### config.mk
export PLATFORM = sky130hd
export DESIGN_NAME = fixed_point_mac_neuron
export DESIGN_NICKNAME = d
export VERILOG_FILES = /design/src/rtl/fixed_point_mac_neuron.sv
export SDC_FILE = /design/constraint.sdc
export NUM_CORES = 1
export LEC_CHECK = 0
export BUFFER_PORTS_ARGS = -buffer_cell sky130_fd_sc_hd__buf_2
export CAP_MARGIN = 20
export CORE_MARGIN = 1
export CORE_UTILIZATION = 30
export DETAILED_ROUTE_END_ITERATION = 8
export PLACE_DENSITY = 0.54
export SLEW_MARGIN = 15
export SYNTH_ARGS = -nofsm -noshare
export SYNTH_HDL_FRONTEND = slang
export SYNTH_SLANG_ARGS = --single-unit
### constraint.sdc
create_clock -name clk -period 3.6 [get_ports clk]
set_clock_uncertainty 0.05 [all_clocks]
set_input_delay 0 -clock clk [delete_from_list [all_inputs] [get_ports clk]]
set_output_delay 0 -clock clk [all_outputs]
set_load 0.01 [all_outputs]
### src/rtl/fixed_point_mac_neuron.sv
// fixed_point_mac_neuron
//   Pipelined signed fixed-point multiply-accumulate neuron. It takes one
//   weight/pixel pair per cycle and accumulates N_INPUTS products plus a bias.
//   Once per frame it emits a result that is saturated and, optionally,
//   ReLU-rectified.
//   Pipeline: S1 multiply -> S2 saturating accumulate -> S3 relu/clamp/output.
// Ports
//   clk, GlobalReset   : rising-edge clock; asynchronous active-high reset
//   in_valid           : weight/pixel pair valid this cycle
//   weight             : sfix W_WIDTH, W_FRAC fraction bits
//   pixel              : signed integer, P_WIDTH bits
//   bias               : sfix OUT_WIDTH, W_FRAC fraction; taken with element 0
//   relu_en            : clamp negative result to 0; taken with the last element
//   clear              : synchronous abort of the current frame
//   out_valid          : one-cycle result strobe
//   out_data, out_sat  : result and its saturation flag (held until next result)
//   elem_cnt           : index of the next expected element
module fixed_point_mac_neuron #(
  parameter int W_WIDTH   = 19,
  parameter int W_FRAC    = 18,
  parameter int P_WIDTH   = 10,
  parameter int ACC_WIDTH = 36,
  parameter int OUT_WIDTH = 26,
  parameter int N_INPUTS  = 784,
  localparam int CNT_W    = $clog2(N_INPUTS)
) (
  input  logic                        clk,
  input  logic                        GlobalReset,
  input  logic                        in_valid,
  input  logic signed [W_WIDTH-1:0]   weight,
  input  logic signed [P_WIDTH-1:0]   pixel,
  input  logic signed [OUT_WIDTH-1:0] bias,
  input  logic                        relu_en,
  input  logic                        clear,
  output logic                        out_valid,
  output logic signed [OUT_WIDTH-1:0] out_data,
  output logic                        out_sat,
  output logic [CNT_W-1:0]            elem_cnt
);
  localparam int PW = W_WIDTH + P_WIDTH;
  localparam logic [CNT_W-1:0] LAST = CNT_W'(N_INPUTS - 1);
  localparam logic signed [ACC_WIDTH-1:0] ACC_MAX = {1'b0, {(ACC_WIDTH-1){1'b1}}};
  localparam logic signed [ACC_WIDTH-1:0] ACC_MIN = {1'b1, {(ACC_WIDTH-1){1'b0}}};
  localparam logic signed [OUT_WIDTH-1:0] OUT_MAX = {1'b0, {(OUT_WIDTH-1){1'b1}}};
  localparam logic signed [OUT_WIDTH-1:0] OUT_MIN = {1'b1, {(OUT_WIDTH-1){1'b0}}};

  // Elaboration guard: an illegal combination instantiates a module that does
  // not exist, so the build stops instead of silently truncating.
  if (ACC_WIDTH < PW || ACC_WIDTH < OUT_WIDTH || W_FRAC >= W_WIDTH || N_INPUTS < 2)
  begin : g_bad_params
    illegal_parameter_combination u_err ();
  end

  logic [2:1] vld_pipe;

  // ---------------- S1: multiply ----------------
  logic signed [PW-1:0]        prod_r;
  logic signed [OUT_WIDTH-1:0] bias1;
  logic                        first1, last1, relu1;

  always_ff @(posedge clk or posedge GlobalReset) begin
    if (GlobalReset) begin
      elem_cnt    <= '0;
      vld_pipe[1] <= 1'b0;
      prod_r      <= '0;
      bias1       <= '0;
      first1      <= 1'b0;
      last1       <= 1'b0;
      relu1       <= 1'b0;
    end else if (clear) begin
      elem_cnt    <= '0;
      vld_pipe[1] <= 1'b0;
    end else begin
      vld_pipe[1] <= in_valid;
      if (in_valid) begin
        prod_r   <= PW'(weight) * PW'(pixel);  // full-width, exact
        bias1    <= bias;
        relu1    <= relu_en;
        first1   <= (elem_cnt == '0);
        last1    <= (elem_cnt == LAST);
        elem_cnt <= (elem_cnt == LAST) ? '0 : elem_cnt + 1'b1;
      end
    end
  end

  // ---------------- S2: saturating accumulate ----------------
  logic signed [ACC_WIDTH-1:0] acc, add_a, sum_sat;
  logic signed [ACC_WIDTH:0]   sum;
  logic                        add_ovf, ovf, last2, relu2;

  always_comb begin
    // first element restarts the sum from the bias instead of the old acc
    add_a   = first1 ? ACC_WIDTH'(bias1) : acc;
    sum     = (ACC_WIDTH+1)'(add_a) + (ACC_WIDTH+1)'(prod_r);
    add_ovf = sum[ACC_WIDTH] != sum[ACC_WIDTH-1];
    sum_sat = add_ovf ? (sum[ACC_WIDTH] ? ACC_MIN : ACC_MAX) : sum[ACC_WIDTH-1:0];
  end

  always_ff @(posedge clk or posedge GlobalReset) begin
    if (GlobalReset) begin
      vld_pipe[2] <= 1'b0;
      acc         <= '0;
      ovf         <= 1'b0;
      last2       <= 1'b0;
      relu2       <= 1'b0;
    end else if (clear) begin
      vld_pipe[2] <= 1'b0;
    end else begin
      vld_pipe[2] <= vld_pipe[1];
      if (vld_pipe[1]) begin
        acc   <= sum_sat;
        ovf   <= first1 ? add_ovf : (ovf | add_ovf);  // sticky within a frame
        last2 <= last1;
        relu2 <= relu1;
      end
    end
  end

  // ---------------- S3: relu, clamp, output ----------------
  logic signed [ACC_WIDTH-1:0] r;
  logic                        fits;
  logic signed [OUT_WIDTH-1:0] r_clamp;

  always_comb begin
    r       = (relu2 && acc[ACC_WIDTH-1]) ? '0 : acc;
    // fits in OUT_WIDTH when all bits above the output sign bit match it
    fits    = (&r[ACC_WIDTH-1:OUT_WIDTH-1]) | ~(|r[ACC_WIDTH-1:OUT_WIDTH-1]);
    r_clamp = fits ? r[OUT_WIDTH-1:0] : (r[ACC_WIDTH-1] ? OUT_MIN : OUT_MAX);
  end

  always_ff @(posedge clk or posedge GlobalReset) begin
    if (GlobalReset) begin
      out_valid <= 1'b0;
      out_data  <= '0;
      out_sat   <= 1'b0;
    end else begin
      out_valid <= !clear && vld_pipe[2] && last2;
      if (!clear && vld_pipe[2] && last2) begin
        out_data <= r_clamp;
        out_sat  <= !fits || ovf;
      end
    end
  end

endmodule
==> results.json <==
{
  "grt_overflow": 0,
  "required_ns": 3.87,
  "clkSlewWorstSetupHoldPaths_ns": 0.07,
  "ir_drop_mv": 0.6416,
  "antenna_found_initial": 0,
  "yosysSeqAreaShare_pct": 23.37,
  "grt_use_total_pct": 17.14,
  "max_stage_delay_ns": 0.52,
  "finalSetupViolations": 54,
  "slew_viol_final": 0,
  "drt_iter0_markers": 548,
  "die-area_um2": 49780,
  "synth-edff-count": 0,
  "cts_made_buffers": 17,
  "postSynthCellCount": 1720,
  "grt_start_max_net_pins": 138,
  "crit_fanout": 6,
  "cts-root-buf": "clkbuf_16",
  "crit_buf_inv": 4,
  "insertion_delay_ns": 0.43,
  "first_pass_iters": 5,
  "crit_path_end_kind": "register",
  "slowest_stage": "fa_1",
  "dpl.hpwl_mm": 30.55,
  "slew_headroom_pct": 38.95,
  "synth_cell_type_count": 65,
  "worstPathArrival_ns": 4.89,
  "grt_pass1_vias": 13256,
  "cp_common_cell": "fa_1",
  "tightestPinTransition_ns": 0.9145,
  "fmax_mhz": 216.7,
  "worstPathCellList": "buf_8 -> clkinvlp_4 -> nor2_2 -> fa_1 -> fa_1 -> fa_1 -> fa_1 -> inv_1 -> fa_1 -> inv_2 -> ha_4 -> a211o_1 -> a211oi_2 -> o31a_1 -> o21ai_2 -> a311o_1 -> a21o_1 -> a31oi_1 -> mux2i_1 -> nand2_1",
  "power_mw": 22.57,
  "post-place-ws_ns": -1.670,
  "final_hold_viol_count": 0,
  "fin_crit_ns": 4.616,
  "num_rows": 80,
  "antenna_cells": 0,
  "clock_path_buffers": 2,
  "ant_nets": 0,
  "routed_via_density": 4.720,
  "wl_per_cell_um": 15.51,
  "cts_tree": "done",
  "rsz0062_at_grt": "true",
  "routed_wl_mm": 41.82,
  "synth-async-reset-ratio_pct": 100.0,
  "status": "complete, but fails checks",
  "die-width_um": 223.1,
  "synth.avg_cell_area_um2": 8.528,
  "layout_common_cells": "nand2_1 (310), inv_1 (229), buf_4 (229)",
  "dr_total_vias": 12726,
  "synth_area_um2": 14670,
  "synth_seq_cells": 137,
  "yosysWarnings": 0,
  "fillers": 4676,
  "maxCapViolCount": 0,
  "power_density_nw_per_um2": 1096,
  "fin_cells": 2696,
  "cts_max_level": 4,
  "startpoint_type": "input pin",
  "grt_pass1_wl_mm": 68.88,
  "place.gp.congestion": 0.8847,
  "violations": "setup timing",
  "die_height_um": 223.1,
  "drc": 0,
  "period_share_pct": 128.2,
  "cts_num_sinks": 137,
  "layout-drive-gt1-share_pct": 31.91,
  "area_delta_synth_final_pct": 40.35,
  "core_um2": 47950,
  "path_class": "in2reg",
  "cp_top_family": "adder cells",
  "start_util_pct": 30.59,
  "io_pins": 98,
  "final_nets": 2397,
  "portBuffers": 97,
  "final_util_pct": 42.94,
  "hold_slack_ns": 0.05746,
  "synth_fp_nets": 2049,
  "synth-main-ff-cell": "dfrtp_1",
  "hp-class": "in2reg",
  "place_inst": 2576,
  "p_leak_nw": 9.950,
  "setup_ws_ns": -1.016,
  "mostFrequentLayoutCell": "nand2_1"
}
-- power breakdown --
part	switching (mW)	internal, mW
Combinational	8.76	9.27
Clock	0.764	1.20
Sequential	0.497	2.08
-- final cells by class --
class,count,area (um^2),share of cell area [%]
multi-input cells,1256,11260,54.70
clock buffers,18,439.2,2.133
well taps,615,769.5,3.738
repair buffers,411,3552,17.26
clock inverters,14,209.0,1.015
flip-flops and latches,137,3428,16.65
inverters,245,927.1,4.504
-- logic make-up after synthesis --
kind of cell	after synthesis	synth area share (%)
compound gates	342	13.68
simple gates	544	16.48
flops	137	23.37
buf+inv	327	8.462
fa+ha+maj	274	31.68
mux	29	2.192
xor+xnor	67	4.129
-- per-layer routing --
layer	wire length (um)	share of wire [%]	global-route usage (%)
met1	19450	47	22.92
met2	20150	48	29.18
met3	1242	3.0	1.962
met4	976	2.3	4.739
met5	0	0	0
-- state kept, by name, indices dropped and copies added (netlist names) --
name	flops
first1	1
last1	1
out_data	26
relu1	1
last2	1
prod_r	29
ovf	1
bias1	26
vld_pipe	2
out_valid	1
relu2	1
acc	36
elem_cnt	10
out_sat	1
-- cells in the mapped netlist, types with 7 or more instances --
cell	count	area share [%]
nor3_1	12	0.41
o21bai_1	7	0.36
nand2b_1	13	0.55
dfrtp_1	137	23
xor2_1	18	1.1
o22ai_1	10	0.43
and2_1	65	2.8
o21a_1	7	0.36
inv_1	244	6.2
a21oi_1	119	4.1
nand4_1	15	0.64
fa_1	164	22
nor2_1	71	1.8
a21o_1	26	1.3
xnor2_1	48	2.9
nand2_1	323	8.3
nand3_1	9	0.31
ha_1	105	9.0
and3_1	8	0.34
o21ai_0	101	3.4
clkbuf_1	69	1.8
o21ai_1	30	1.0
mux2_2	25	1.9
buf_2	9	0.31
-- worst register-to-register path, stage by stage, from the launching register on --
cell	delay, ns
dfrtp_1	0.43
buf_6	0.16
buf_6	0.14
mux2_4	0.33
ha_4	0.32
o211ai_4	0.09
nor2_4	0.16
o32ai_4	0.12
nor4_4	0.37
o41ai_4	0.15
a21bo_1	0.20
or2_4	0.28
a41oi_4	0.20
buf_12	0.16
buf_12	0.13
buf_12	0.12
buf_16	0.13
a21oi_2	0.06
o21ai_1	0.13
-- through the flow --
step / setup TNS [ns] / area [um^2]
2_1_floorplan: -16.24 / 15110
3_3_place_gp: -34.34 / 17610
3_5_place_dp: -36.31 / 17610
4_1_cts: -17.11 / 20130
5_1_grt: -24.43 / 20590
6_report: -16.06 / 20590
-- final timing paths --
path                        startpoint    endpoint  slack [ns]  cells after the start
hold reg to reg              bias1[13]   bias1[13]        0.42                      2
hold / removal                pixel[0]   prod_r[0]        0.06                      4
max in group asynchronous  GlobalReset     acc[20]        2.62                      4
setup / recovery              pixel[9]  prod_r[27]       -1.02                     20
min in group asynchronous  GlobalReset   out_valid        0.26                      4
setup reg to reg                first1     acc[13]       -0.19                     18
-- repair_timing --
item                                    4_1_cts  5_1_grt
endpoints found under the setup margin       58       58
gates cloned                                 11        1
pin swaps                                   108       89
hold endpoints to repair                    168        0
resized for setup                           220      116
hold buffers                                 31        0
buffers inserted                             46       15
Power figures use the tool's default switching activity.
